===== src/rtl/ahb_arb_pkg.sv =====
// Shared types and defaults for the AHB weighted round-robin arbiter.
package ahb_arb_pkg;

    localparam int NUM_MASTERS            = 16;
    localparam int IDX_W                  = 4;
    localparam int QUOTA_DEFAULT          = 4;
    localparam int DEFAULT_MASTER_DEFAULT = 0;

    typedef logic [NUM_MASTERS-1:0] master_vec_t;
    typedef logic [IDX_W-1:0]       master_idx_t;
    typedef logic [3:0]             beat_cnt_t;

    typedef enum logic [1:0] {
        IDLE   = 2'b00,
        BUSY   = 2'b01,
        NONSEQ = 2'b10,
        SEQ    = 2'b11
    } htrans_t;

    typedef enum logic [1:0] {
        OKAY  = 2'b00,
        ERROR = 2'b01,
        RETRY = 2'b10,
        SPLIT = 2'b11
    } hresp_t;

endpackage


===== src/rtl/ahb_wrr_arbiter_if.sv =====
// Arbitration signal bundle. The slave modport is the arbiter's view
// (requests in, grants out); the master modport is the requesting side.
interface ahb_wrr_arbiter_if;
    import ahb_arb_pkg::*;

    master_vec_t HBUSREQx;
    master_vec_t HLOCKx;
    master_vec_t HSPLIT;
    logic        HREADY;
    htrans_t     HTRANS;
    hresp_t      HRESP;
    master_vec_t HGRANTx;
    master_idx_t HMASTER;
    logic        HMASTLOCK;

    modport slave (
        input  HBUSREQx, HLOCKx, HSPLIT, HREADY, HTRANS, HRESP,
        output HGRANTx, HMASTER, HMASTLOCK
    );

    modport master (
        output HBUSREQx, HLOCKx, HSPLIT, HREADY, HTRANS, HRESP,
        input  HGRANTx, HMASTER, HMASTLOCK
    );

endinterface


===== src/rtl/rr_priority_picker.sv =====
// Rotating-priority search: first set bit of eligible at or after start,
// wrapping modulo NUM_MASTERS.
module rr_priority_picker
    import ahb_arb_pkg::*;
(
    input  master_vec_t eligible,
    input  master_idx_t start,
    output logic        valid,
    output master_idx_t index
);

    // Scan from start upward; the first hit wins.
    always_comb begin
        // NOTE: every output gets a default before the loop so no path leaves it unassigned (no latch).
        valid = 1'b0;
        index = start;
        for (int i = 0; i < NUM_MASTERS; i++) begin
            if (!valid && eligible[start + master_idx_t'(i)]) begin
                valid = 1'b1;
                index = start + master_idx_t'(i);
            end
        end
    end

endmodule


===== src/rtl/ahb_wrr_arbiter.sv =====
// AHB bus arbiter: round-robin between requesters with a per-tenure beat
// quota, locked-transfer hold, and SPLIT masking.
module ahb_wrr_arbiter
    import ahb_arb_pkg::*;
#(
    parameter int QUOTA          = QUOTA_DEFAULT,
    parameter int DEFAULT_MASTER = DEFAULT_MASTER_DEFAULT
) (
    input logic              HCLK,
    input logic              HRESETn,
    ahb_wrr_arbiter_if.slave bus
);

    localparam master_idx_t DEF_IDX   = master_idx_t'(DEFAULT_MASTER);
    localparam beat_cnt_t   QUOTA_C   = beat_cnt_t'(QUOTA);
    localparam master_vec_t DEF_GRANT = master_vec_t'(1) << DEF_IDX;

    master_vec_t grant_vec;
    master_idx_t grant_idx;
    master_idx_t owner_idx;
    logic        owner_lock;
    beat_cnt_t   beat_cnt;
    beat_cnt_t   beat_cnt_next;
    master_vec_t split_mask;
    master_vec_t split_mask_next;

    master_vec_t eligible;
    master_idx_t search_start;
    logic        pick_valid;
    master_idx_t pick_idx;
    master_idx_t winner;
    logic        locked_hold;
    logic        quota_hit;
    logic        rearb;
    logic        beat_active;

    assign eligible     = bus.HBUSREQx & ~split_mask;
    assign search_start = owner_idx + master_idx_t'(1);

    rr_priority_picker u_picker (
        .eligible (eligible),
        .start    (search_start),
        .valid    (pick_valid),
        .index    (pick_idx)
    );

    // Decide whether the current grant is released and who takes it next.
    always_comb begin
        beat_active = (bus.HTRANS == NONSEQ) || (bus.HTRANS == SEQ);
        winner      = pick_valid ? pick_idx : DEF_IDX;
        locked_hold = bus.HLOCKx[grant_idx] && bus.HBUSREQx[grant_idx];
        // The count belongs to the owner; it only applies once grant and ownership agree.
        quota_hit   = (grant_idx == owner_idx) && (beat_cnt == QUOTA_C);
        rearb       = !locked_hold &&
                      (!bus.HBUSREQx[grant_idx] || split_mask[grant_idx] || quota_hit);
    end

    // Next beat count and split mask; a SPLIT set beats a same-edge release.
    always_comb begin
        beat_cnt_next = beat_cnt;
        if (bus.HREADY) begin
            if ((grant_idx != owner_idx) || (rearb && (winner == grant_idx))) begin
                beat_cnt_next = '0;
            end else if (beat_active && (beat_cnt < QUOTA_C)) begin
                beat_cnt_next = beat_cnt + beat_cnt_t'(1);
            end
        end
        split_mask_next = split_mask & ~bus.HSPLIT;
        if ((bus.HRESP == SPLIT) && !bus.HREADY) begin
            split_mask_next[owner_idx] = 1'b1;
        end
    end

    // Single register stage for grant, ownership, lock, beat count and split mask.
    always_ff @(posedge HCLK or negedge HRESETn) begin
        if (!HRESETn) begin
            grant_vec  <= DEF_GRANT;
            grant_idx  <= DEF_IDX;
            owner_idx  <= DEF_IDX;
            owner_lock <= 1'b0;
            beat_cnt   <= '0;
            split_mask <= '0;
        end else begin
            // NOTE: non-blocking assignments so every register samples pre-edge values.
            beat_cnt   <= beat_cnt_next;
            split_mask <= split_mask_next;
            if (bus.HREADY) begin
                owner_idx  <= grant_idx;
                owner_lock <= bus.HLOCKx[grant_idx];
                if (rearb) begin
                    grant_idx <= winner;
                    grant_vec <= master_vec_t'(1) << winner;
                end
            end
        end
    end

    assign bus.HGRANTx   = grant_vec;
    assign bus.HMASTER   = owner_idx;
    assign bus.HMASTLOCK = owner_lock;

endmodule


===== src/flat_wrapper.sv =====
// flat-port wrapper written by rule: the top's interface ports become plain ports
module ahb_wrr_arbiter_flat import ahb_arb_pkg::*;
#(
    parameter int QUOTA          = QUOTA_DEFAULT,
    parameter int DEFAULT_MASTER = DEFAULT_MASTER_DEFAULT
)
  (HCLK, HRESETn, bus_HBUSREQx, bus_HLOCKx, bus_HSPLIT, bus_HREADY, bus_HTRANS, bus_HRESP, bus_HGRANTx, bus_HMASTER, bus_HMASTLOCK);
  ahb_wrr_arbiter_if bus_i ();
  input logic HCLK;
  input logic HRESETn;
  input wire logic [$bits(bus_i.HBUSREQx)-1:0] bus_HBUSREQx;
  input wire logic [$bits(bus_i.HLOCKx)-1:0] bus_HLOCKx;
  input wire logic [$bits(bus_i.HSPLIT)-1:0] bus_HSPLIT;
  input wire logic [$bits(bus_i.HREADY)-1:0] bus_HREADY;
  input wire logic [$bits(bus_i.HTRANS)-1:0] bus_HTRANS;
  input wire logic [$bits(bus_i.HRESP)-1:0] bus_HRESP;
  output wire logic [$bits(bus_i.HGRANTx)-1:0] bus_HGRANTx;
  output wire logic [$bits(bus_i.HMASTER)-1:0] bus_HMASTER;
  output wire logic [$bits(bus_i.HMASTLOCK)-1:0] bus_HMASTLOCK;
  assign bus_i.HBUSREQx = bus_HBUSREQx;
  assign bus_i.HLOCKx = bus_HLOCKx;
  assign bus_i.HSPLIT = bus_HSPLIT;
  assign bus_i.HREADY = bus_HREADY;
  assign bus_i.HTRANS = bus_HTRANS;
  assign bus_i.HRESP = bus_HRESP;
  assign bus_HGRANTx = bus_i.HGRANTx;
  assign bus_HMASTER = bus_i.HMASTER;
  assign bus_HMASTLOCK = bus_i.HMASTLOCK;
  ahb_wrr_arbiter #(.QUOTA(QUOTA), .DEFAULT_MASTER(DEFAULT_MASTER)) u_core (.HCLK(HCLK), .HRESETn(HRESETn), .bus(bus_i));
endmodule

===== config.mk =====
export PLATFORM = sky130hd
export DESIGN_NAME = ahb_wrr_arbiter_flat
export DESIGN_NICKNAME = d
export VERILOG_FILES = /design/src/rtl/ahb_arb_pkg.sv /design/src/rtl/ahb_wrr_arbiter_if.sv /design/src/rtl/rr_priority_picker.sv /design/src/rtl/ahb_wrr_arbiter.sv /design/src/flat_wrapper.sv
export SDC_FILE = /design/constraint.sdc
export NUM_CORES = 1
export LEC_CHECK = 0
export ABC_AREA = 1
export CELL_PAD_IN_SITES_DETAIL_PLACEMENT = 1
export CELL_PAD_IN_SITES_GLOBAL_PLACEMENT = 2
export CORE_UTILIZATION = 36
export CTS_BUF_LIST = sky130_fd_sc_hd__clkbuf_8
export CTS_CLUSTER_SIZE = 16
export DETAILED_ROUTE_END_ITERATION = 8
export DONT_BUFFER_PORTS = 1
export GPL_ROUTABILITY_DRIVEN = 0
export GPL_TIMING_DRIVEN = 0
export PLACE_DENSITY_LB_ADDON = 0.1
export SLEW_MARGIN = 20
export SYNTH_ARGS = -nofsm -noshare
export SYNTH_HDL_FRONTEND = slang
export SYNTH_SLANG_ARGS = --single-unit

===== constraint.sdc =====
create_clock -name HCLK -period 4.3 [get_ports HCLK]
set_input_delay 1.075 -clock HCLK [delete_from_list [all_inputs] [get_ports HCLK]]
set_output_delay 1.075 -clock HCLK [all_outputs]
set_load 0.05 [all_outputs]

==> reports/qor.csv, run 1 <==
stage,metric,value,unit
status,status,"complete, no violations",
cells_and_area,final core utilization,0.461,
synth,"FF+latch count, synth",45,
die,total I/O pin count,76,
die,die footprint,12900,um2
worst_setup_path,crit-path max FO,10,
timing,Final Cycle Share,0.986,
die,starting density of the core,0.371,
cts,H-tree depth,2,
drt,met3 WL,774,um
timing,worst slew pin tran,0.821,ns
drt,post-route ant nets,0,
synth,YS warnings,0,
timing,Final Hold Viols,0,
synth,sequential area share after synthesis,0.252,
cells_and_area,Layout area overhead,24.1,%
die,row count,40,
drt,max layer used,met4,
timing,Max transition margin,0.447,
timing,Final setup viols,0,
global_routing,largest net degree at the start of global routing,46,
global_routing,GR Overflow Total,0,
worst_setup_path,Crit path max-delay family,simple AND/OR/NAND/NOR gates,
die,die height,114,um
worst_setup_path,Worst R2R Start,u_core.bus.HMASTER[0]$_DFFE_PN0P_,
cts,"Hold-fix buffers, CTS",0,
global_routing,antenna violations before repair,0,
worst_setup_path,Setup CP Type,reg -> reg,
placement,number of port buffers,0,
synth,Synth Cell Area,4480,um2
worst_setup_path,CP Data Required Time,4.52,ns
drt,WL met2,8980,um
cells_and_area,# nets final,805,
cts,Root Driver,clkbuf_8,
drt,vias per std cell,5.56,
drt,drt total wl,18100,um
global_routing,GRT Total Usage,0.289,
cells_and_area,layout filler cell count,1543,
drt,drt drc,0,
cts,Sinks on Clock Net,45,
cells_and_area,share of cells above drive strength 1,0.255,
synth,Post-synth EDFFs,0,
global_routing,first-pass GRT wire length,28500,um
cts,"Reg clk slew, reported paths",0.09,ns
placement,dpl hpwl,13800,um
worst_setup_path,CP endpoint kind,register,
timing,RSZ-0062 raised after global routing,yes,
synth,Netlist cell types,43,
drt,wire per inst,19.8,um
worst_setup_path,Setup crit start kind,register,
synth,syn avg cell area,6.33,um2
timing,FMAX,236,MHz
drt,wl on met1,8010,um
die,Core Region,12100,um2
synth,Gate Count Post-Synth,707,
worst_setup_path,Worst path max stage delay,0.59,ns
worst_setup_path,R2R depth,33,
synth,Synth Flop Type,dfrtp_1,
cts,Num CTS Buffers,5,
die,Horiz. Die Dim,114,um
cts,worst-skew pair later-pin latency,0.33,ns
worst_setup_path,WP buf/inv,11,
synth,"FFs w/ async S/R, synth",1.00,
global_routing,number of global-route vias before repair,5416,
timing,final critical-path required period,4.24,ns
cells_and_area,antenna cells,0,
timing,Slew Limit Fails,0,
drt,Initial DRT Pass Iterations,5,
worst_setup_path,slowest CP cell,dfrtp_2,
timing,clock skew,0.0111,ns
cts,TritonCTS clock tree,done,
worst_setup_path,CP Launch Point,u_core.bus.HMASTER[0]$_DFFE_PN0P_,
drt,DRT iter0 DRCs,258,
flow_run,Max Cap Violations,0,
worst_setup_path,WP depth,33,
drt,detailed-route via count,5079,
synth,post-synth net total,768,
cts,clock buffer depth,2,
worst_setup_path,Worst EP arrival,4.46,ns
worst_hold_path,Hold Crit Class,in -> async,
-- worst reg2reg max path: cells and delay by family (launching register included) --
kind / cells / cell delay, ns
AND/OR/NAND/NOR: 19 / 1.86
buffers and inverters: 11 / 1.21
flip-flops: 1 / 0.59
AO/OA/AOI/OAI: 2 / 0.27
adder cells (fa/ha/maj): 1 / 0.24
-- what timing repair did --
action / 4_1_cts / 5_1_grt
pin swaps: 18 / 21
cloned: 2 / 1
resized for setup: 71 / 66
buffers inserted: 19 / 8
endpoints found under the setup margin: 24 / 24
-- per-stage QoR --
step           hold WS, ns  worst slack (ns)  std cells  TNS [ns]  instance area [um2]
5_1_grt              0.417            -0.154        913     -1.56                 5560
3_5_place_dp         0.544            -0.762        875    -14.98                 4690
2_1_floorplan        0.485            0.0330        707         0                 4480
4_1_cts              0.423          0.000127        904         0                 5240
3_3_place_gp         0.511            -0.635        875    -11.87                 4690
6_report             0.430            0.0582        913         0                 5560
-- final timing paths --
kind	to	slack [ns]
min in group HCLK	u_core.beat_cnt[3]$_DFFE_PN0P_	0.54
setup / recovery	u_core.beat_cnt[1]$_DFFE_PN0P_	0.06
hold reg to reg	u_core.beat_cnt[3]$_DFFE_PN0P_	0.54
hold / removal	u_core.split_mask[6]$_DFF_PN0_	0.43
setup reg to reg	u_core.beat_cnt[1]$_DFFE_PN0P_	0.06
max in group asynchronous	u_core.bus.HGRANTx[0]$_DFFE_PN1P_	3.67
-- cell families (layout without fill, tap and decap cells) --
logic type / Yosys count / after routing / synth area share
compound gates: 122 / 122 / 0.154
xor+xnor: 10 / 10 / 0.0271
fa+ha+maj: 6 / 6 / 0.0168
buf+inv: 104 / 140 / 0.110
flops: 45 / 45 / 0.252
simple gates: 420 / 422 / 0.440
-- area by class of cell --
cell class | count | area (um2) | share of cell area
clock buffers | 6 | 82.6 | 0.0149
flip-flops and latches | 45 | 1130 | 0.204
well taps | 168 | 210 | 0.0378
clock inverters | 2 | 17.5 | 0.00315
inverters | 77 | 298 | 0.0536
multi-input cells | 560 | 3330 | 0.599
repair buffers | 28 | 228 | 0.0410
plain buffers | 27 | 264 | 0.0475
-- routing by layer --
layer / vias up / track usage
li1: 2434 / -
met1: 2517 / 0.358
met2: 109 / 0.522
met3: 19 / 0.0484
met4: 0 / 0.0649
met5: - / 0
-- cells in the mapped netlist, drive strengths merged, types with 2 or more instances --
| cell | number | share of area |
|---|---|---|
| clkbuf | 9 | 0.0084 |
| ha | 6 | 0.017 |
| a21oi | 20 | 0.026 |
| nand4 | 16 | 0.032 |
| xor2 | 9 | 0.025 |
| nand2 | 220 | 0.20 |
| dfrtp | 44 | 0.25 |
| clkinv | 3 | 0.0025 |
| o21ai | 72 | 0.081 |
| a31oi | 2 | 0.0028 |
| o2111ai | 3 | 0.0059 |
| o22ai | 18 | 0.025 |
| nand3 | 135 | 0.16 |
| inv | 74 | 0.062 |
| buf | 18 | 0.037 |
| o221ai | 3 | 0.0059 |
| nor2 | 47 | 0.049 |
-- cell usage in the layout, fill, tap and decap left out, drive strengths merged --
cell type / instances
xor2: 9
nor4: 1
o2111ai: 3
o21ai: 72
clkbuf: 16
o21bai: 1
dfrtp: 44
inv: 75
nand2: 222
o211ai: 1
nand4: 16
nor2: 47
ha: 6
dfstp: 1
a21oi: 20
clkinv: 4
o221ai: 3
nand3: 135
buf: 45
a31oi: 2
o22ai: 18
a21boi: 1
xnor2: 1
or2: 1
o22a: 1
-- registers in the layout, summed over array words and instances (netlist names) --
signal / flops
u_core.bus.HGRANTx: 16
u_core.split_mask: 16
u_core.beat_cnt: 4
u_core.bus.HMASTER: 4
u_core.grant_idx: 4
u_core.bus.HMASTLOCK: 1
Power of run 1 is left out: the tool's default activity adds up to more than one toggle a clock period on the data nets, which glitch-free logic cannot reach.
==> inputs of run 2 (changes only) <==
- CORE_UTILIZATION: 36 -> 38
- clock period: 4.3 -> 5.2 ns (I/O delays scaled with it)
==> run 2 against run 1 <==
- cell area fell by 14%
- register-to-register slack improved by 0.34 ns
- worst hold slack improved by 0.10 ns
- count of clock-buffer cells in the layout fell by 1
- via count fell by 3.5%
- sequential share of layout area rose by 3.2 points
- fmax fell by 12%
- clock skew rose by 0.0038 ns
- first-iteration DRC count rose by 8.1%
- critical path type unchanged
==> reports/qor.csv, run 2 (synthesized netlist as in run 1, its figures left out) <==
stage,metric,value,unit
timing,FMAX,208,MHz
cells_and_area,layout filler cell count,1565,
worst_setup_path,CP Launch Point,u_core.bus.HMASTER[0]$_DFFE_PN0P_,
cts,worst-skew pair later-pin latency,0.33,ns
die,total I/O pin count,76,
placement,number of port buffers,0,
die,die height,111,um
cells_and_area,sequential cell area,1130,um2
drt,drt total wl,16900,um
cells_and_area,# nets final,779,
global_routing,GR Overflow Total,0,
worst_setup_path,Worst path max stage delay,0.57,ns
placement,"worst slack, placed",0.131,ns
timing,Final Hold Viols,0,
timing,final hold slack,0.533,ns
worst_setup_path,Setup crit start kind,register,
cts,clock buffer depth,2,
cts,"Reg clk slew, reported paths",0.09,ns
timing,Max transition margin,0.341,
timing,setup_tns,0,ns
worst_setup_path,Setup CP Type,reg -> reg,
worst_setup_path,slowest CP cell,dfrtp_2,
drt,wire per inst,19.6,um
drt,post-route ant nets,0,
timing,Final setup viols,0,
die,Horiz. Die Dim,111,um
flow_run,Max Cap Violations,0,
timing,Slew Limit Fails,0,
drt,detailed-route via count,4901,
die,starting density of the core,0.391,
cts,TritonCTS clock tree,done,
worst_setup_path,R2R depth,30,
cts,H-tree depth,2,
drt,drt drc,0,
cells_and_area,Layout area overhead,6.96,%
global_routing,number of global-route vias before repair,5050,
worst_setup_path,Worst R2R Start,u_core.bus.HMASTER[0]$_DFFE_PN0P_,
cells_and_area,antenna cells,0,
timing,worst slew pin tran,0.980,ns
worst_setup_path,CP Data Required Time,5.42,ns
timing,Final Cycle Share,0.924,
worst_hold_path,Hold Crit Depth,2,
cts,Root Driver,clkbuf_8,
timing,final critical-path required period,4.80,ns
drt,vias per std cell,5.69,
worst_setup_path,Worst EP arrival,5.03,ns
cells_and_area,share of cells above drive strength 1,0.111,
drt,DRT iter0 DRCs,279,
cells_and_area,"commonest non-fill, non-tap cells in the layout","202 x nand2_1, 129 x nand3_1, 67 x inv_1, 55 x o21ai_0",
cts,Sinks on Clock Net,45,
cells_and_area,area of the multi-input gates,2860,um2
die,row count,39,
timing,clock skew,0.0149,ns
status,status,"complete, no violations",
global_routing,first-pass GRT wire length,26800,um
global_routing,largest net degree at the start of global routing,46,
timing,worst setup margin,0.395,ns
global_routing,antenna violations before repair,0,
worst_hold_path,Hold Crit Class,reg -> reg,
timing,RSZ-0062 raised after global routing,no,
worst_hold_path,hold path start,u_core.beat_cnt[3]$_DFFE_PN0P_,
die,Core Region,11500,um2
worst_setup_path,crit-path max FO,11,
placement,dpl hpwl,13500,um
cts,Num CTS Buffers,5,
global_routing,GRT Total Usage,0.280,
drt,Initial DRT Pass Iterations,5,
worst_setup_path,CP endpoint kind,register,
cells_and_area,"leading cell type in the layout, fill and taps excluded",nand2_1,
die,die footprint,12200,um2
-- run 2: changes by cell type in the layout (fill, tap and decap cells not counted), moves of 14 or more --
cell	delta
nand3_1	+30
nand2_4	-14
nand2_1	+32
nand3_2	-26
nand2_2	-18
buf_4	-22
-- run 2: final timing paths --
path                                                          end  slack [ns]
worst max register to register     u_core.beat_cnt[0]$_DFFE_PN0P_        0.40
worst min-delay path               u_core.beat_cnt[3]$_DFFE_PN0P_        0.53
worst max-delay path               u_core.beat_cnt[0]$_DFFE_PN0P_        0.40
min in group asynchronous         u_core.split_mask[15]$_DFF_PN0_        0.65
worst min register to register     u_core.beat_cnt[3]$_DFFE_PN0P_        0.53
max in group asynchronous       u_core.bus.HGRANTx[0]$_DFFE_PN1P_        4.33
-- run 2: layer usage --
layer | track usage | wire length, um | up-vias
met5 | 0 | 0 | -
met4 | 0.0969 | 374 | 0
met3 | 0.0576 | 918 | 26
met2 | 0.469 | 7880 | 128
met1 | 0.357 | 7690 | 2369
li1 | - | - | 2378
-- run 2: layout make-up --
cell class,instances,area share
well taps,143,0.0374
flip-flops and latches,45,0.236
clock inverters,3,0.00366
clock buffers,5,0.0144
multi-input cells,558,0.598
inverters,77,0.0603
plain buffers,27,0.0441
repair buffers,4,0.00627
-- run 2: stage by stage --
stage,cell area (um2),std cells,utilization
global route,4790,862,0.418
CTS,4740,858,0.414
global placement,4660,850,0.406
finish,4790,862,0.418
detailed placement,4660,850,0.406
floorplan,4480,707,-
-- run 2: timing repair --
action | in CTS | in global routing
hold buffers | 0 | 0
buffers inserted | 0 | 4
resized for setup | 0 | 5
endpoints found under the setup margin | 0 | 21
-- run 2: critical path, delay by kind of cell, from the launching register on --
family | cells | cell delay [ns]
DFF | 1 | 0.57
and+or+nand+nor | 20 | 2.66
AOI/OAI and AO/OA | 3 | 0.32
buffers and inverters | 6 | 0.82
adders and majority gates | 1 | 0.29
Power of run 2 is left out for the same reason.
==> inputs of run 3 (changes only) <==
- CORE_ASPECT_RATIO: unset -> 0.75
- CORE_UTILIZATION: 38 -> 30
- DONT_BUFFER_PORTS: 1 -> unset
- clock period: 5.2 -> 4.6 ns (I/O delays scaled with it)
==> run 3 against run 2 <==
- sequential share of layout area down 4.3 points
- setup slack worse by 0.092 ns
- global-route usage decreased by 2.7 points
- first-iteration DRC count up 22%
- die area grew 26%
- cell area increased by 22%
- register-to-register slack worse by 0.09 ns
- highest routed layer unchanged
==> reports/qor.csv, run 3 (synthesized netlist as in run 1, its figures left out) <==
stage,metric,value,unit
status,status,"complete, no violations",
cts,Sinks on Clock Net,45,
die,die footprint,15400,um2
die,Horiz. Die Dim,143,um
worst_setup_path,crit-path max FO,5,
placement,"worst slack, placed",-0.290,ns
placement,dpl hpwl,15100,um
cts,H-tree depth,2,
cells_and_area,# nets final,864,
timing,setup_tns,0,ns
drt,post-route ant nets,0,
cts,Num CTS Buffers,5,
cts,Root Driver,clkbuf_8,
drt,drt drc,0,
timing,Slew Limit Fails,0,
cts,"Reg clk slew, reported paths",0.09,ns
timing,Final Hold Viols,0,
cells_and_area,"leading cell type in the layout, fill and taps excluded",nand2_1,
cts,TritonCTS clock tree,done,
timing,Max transition margin,0.467,
cells_and_area,area of the multi-input gates,3010,um2
worst_setup_path,Worst EP arrival,4.54,ns
cells_and_area,antenna cells,0,
worst_setup_path,Setup CP Type,in -> reg,
drt,detailed-route via count,5260,
timing,FMAX,233,MHz
global_routing,first-pass GRT wire length,29600,um
drt,wire per inst,19.0,um
drt,drt total wl,19100,um
cells_and_area,sequential cell area,1130,um2
cts,worst-skew pair later-pin latency,0.31,ns
worst_setup_path,Setup crit start kind,input pin,
die,Core Region,14500,um2
cells_and_area,share of cells above drive strength 1,0.144,
die,die height,108,um
die,starting density of the core,0.309,
placement,number of port buffers,73,
cts,clock buffer depth,2,
drt,Initial DRT Pass Iterations,5,
die,row count,38,
cells_and_area,Layout area overhead,30.5,%
drt,vias per std cell,5.24,
die,total I/O pin count,76,
global_routing,GR Overflow Total,0,
timing,worst setup margin,0.303,ns
global_routing,number of global-route vias before repair,5330,
cells_and_area,"commonest non-fill, non-tap cells in the layout","193 x nand2_1, 121 x nand3_1, 72 x clkdlybuf4s50_1, 67 x inv_1, 52 x o21ai_0",
timing,Final Cycle Share,0.934,
flow_run,Max Cap Violations,0,
global_routing,antenna violations before repair,0,
worst_setup_path,CP Data Required Time,4.84,ns
timing,worst slew pin tran,0.798,ns
global_routing,largest net degree at the start of global routing,27,
drt,DRT iter0 DRCs,339,
worst_hold_path,Hold Crit Class,reg -> reg,
worst_setup_path,CP endpoint kind,register,
timing,final hold slack,0.490,ns
global_routing,GRT Total Usage,0.253,
timing,Final setup viols,0,
cells_and_area,fin cells,1004,
cells_and_area,layout filler cell count,1903,
timing,clock skew,0.00343,ns
placement,placed insts,981,
timing,final critical-path required period,4.30,ns
## run 3: final timing paths
path / from / to / slack [ns] / cells after the start
min in group asynchronous: HRESETn / u_core.bus.HGRANTx[1]$_DFFE_PN0P_ / 0.86 / 1
setup reg to reg: u_core.bus.HMASTER[0]$_DFFE_PN0P_ / u_core.beat_cnt[2]$_DFFE_PN0P_ / 0.30 / 32
setup / recovery: bus_HBUSREQx[3] / u_core.beat_cnt[2]$_DFFE_PN0P_ / 0.30 / 26
hold / removal: u_core.bus.HGRANTx[0]$_DFFE_PN1P_ / u_core.bus.HGRANTx[0]$_DFFE_PN1P_ / 0.49 / 2
max in group asynchronous: HRESETn / u_core.split_mask[10]$_DFF_PN0_ / 3.18 / 2
hold reg to reg: u_core.bus.HGRANTx[0]$_DFFE_PN1P_ / u_core.bus.HGRANTx[0]$_DFFE_PN1P_ / 0.49 / 2
## run 3: area by class of cell
cell class,count,share of cell area
Clock buffer,5,0.0118
Tap cell,200,0.0428
Clock inverter,3,0.00321
Timing Repair Buffer,88,0.147
Sequential cell,45,0.193
Buffer,27,0.0383
Inverter,77,0.0499
Multi-Input combinational cell,559,0.514
## run 3: timing repair
| action | 4_1_cts | 5_1_grt |
|---|---|---|
| buffers inserted | 4 | 10 |
| gates resized for setup | 3 | 43 |
| hold buffers | 0 | 0 |
| gates cloned | 0 | 1 |
| pin swaps | 2 | 10 |
| endpoints found under the setup margin | 20 | 22 |
## run 3: critical path, stage by stage
cell and delay, ns:
clkdlybuf4s50_1 0.50, nand3_1 0.19, nand3_1 0.11, nand3_1 0.09
o21ai_0 0.16, nand2_1 0.10, nand2_1 0.10, inv_1 0.19
nand4_4 0.15, nor2_4 0.14, nand4_4 0.10, nor2_4 0.18
nand2_4 0.07, nor2_4 0.19, nand3_2 0.10, clkinv_1 0.09
nand2_1 0.07, nand2_1 0.07, nand2_1 0.10, nand3_4 0.11
nand2_1 0.07, nand2_1 0.09, inv_1 0.05, nand3_2 0.10
nand2_4 0.08, a21oi_2 0.17
## run 3: per-stage QoR
| step | util | instance area [um2] |
|---|---|---|
| 4_1_cts | 0.386 | 5600 |
| 5_1_grt | 0.403 | 5840 |
| 3_5_place_dp | 0.378 | 5480 |
| 6_report | 0.403 | 5840 |
| 2_1_floorplan | - | 4480 |
| 3_3_place_gp | 0.376 | 5460 |
## run 3: per-layer routing
layer	share of wire	GRT usage
met5	0	0
met4	0.0092	0.0338
met3	0.051	0.0414
met2	0.43	0.393
met1	0.51	0.371
Power of run 3 is left out for the same reason.
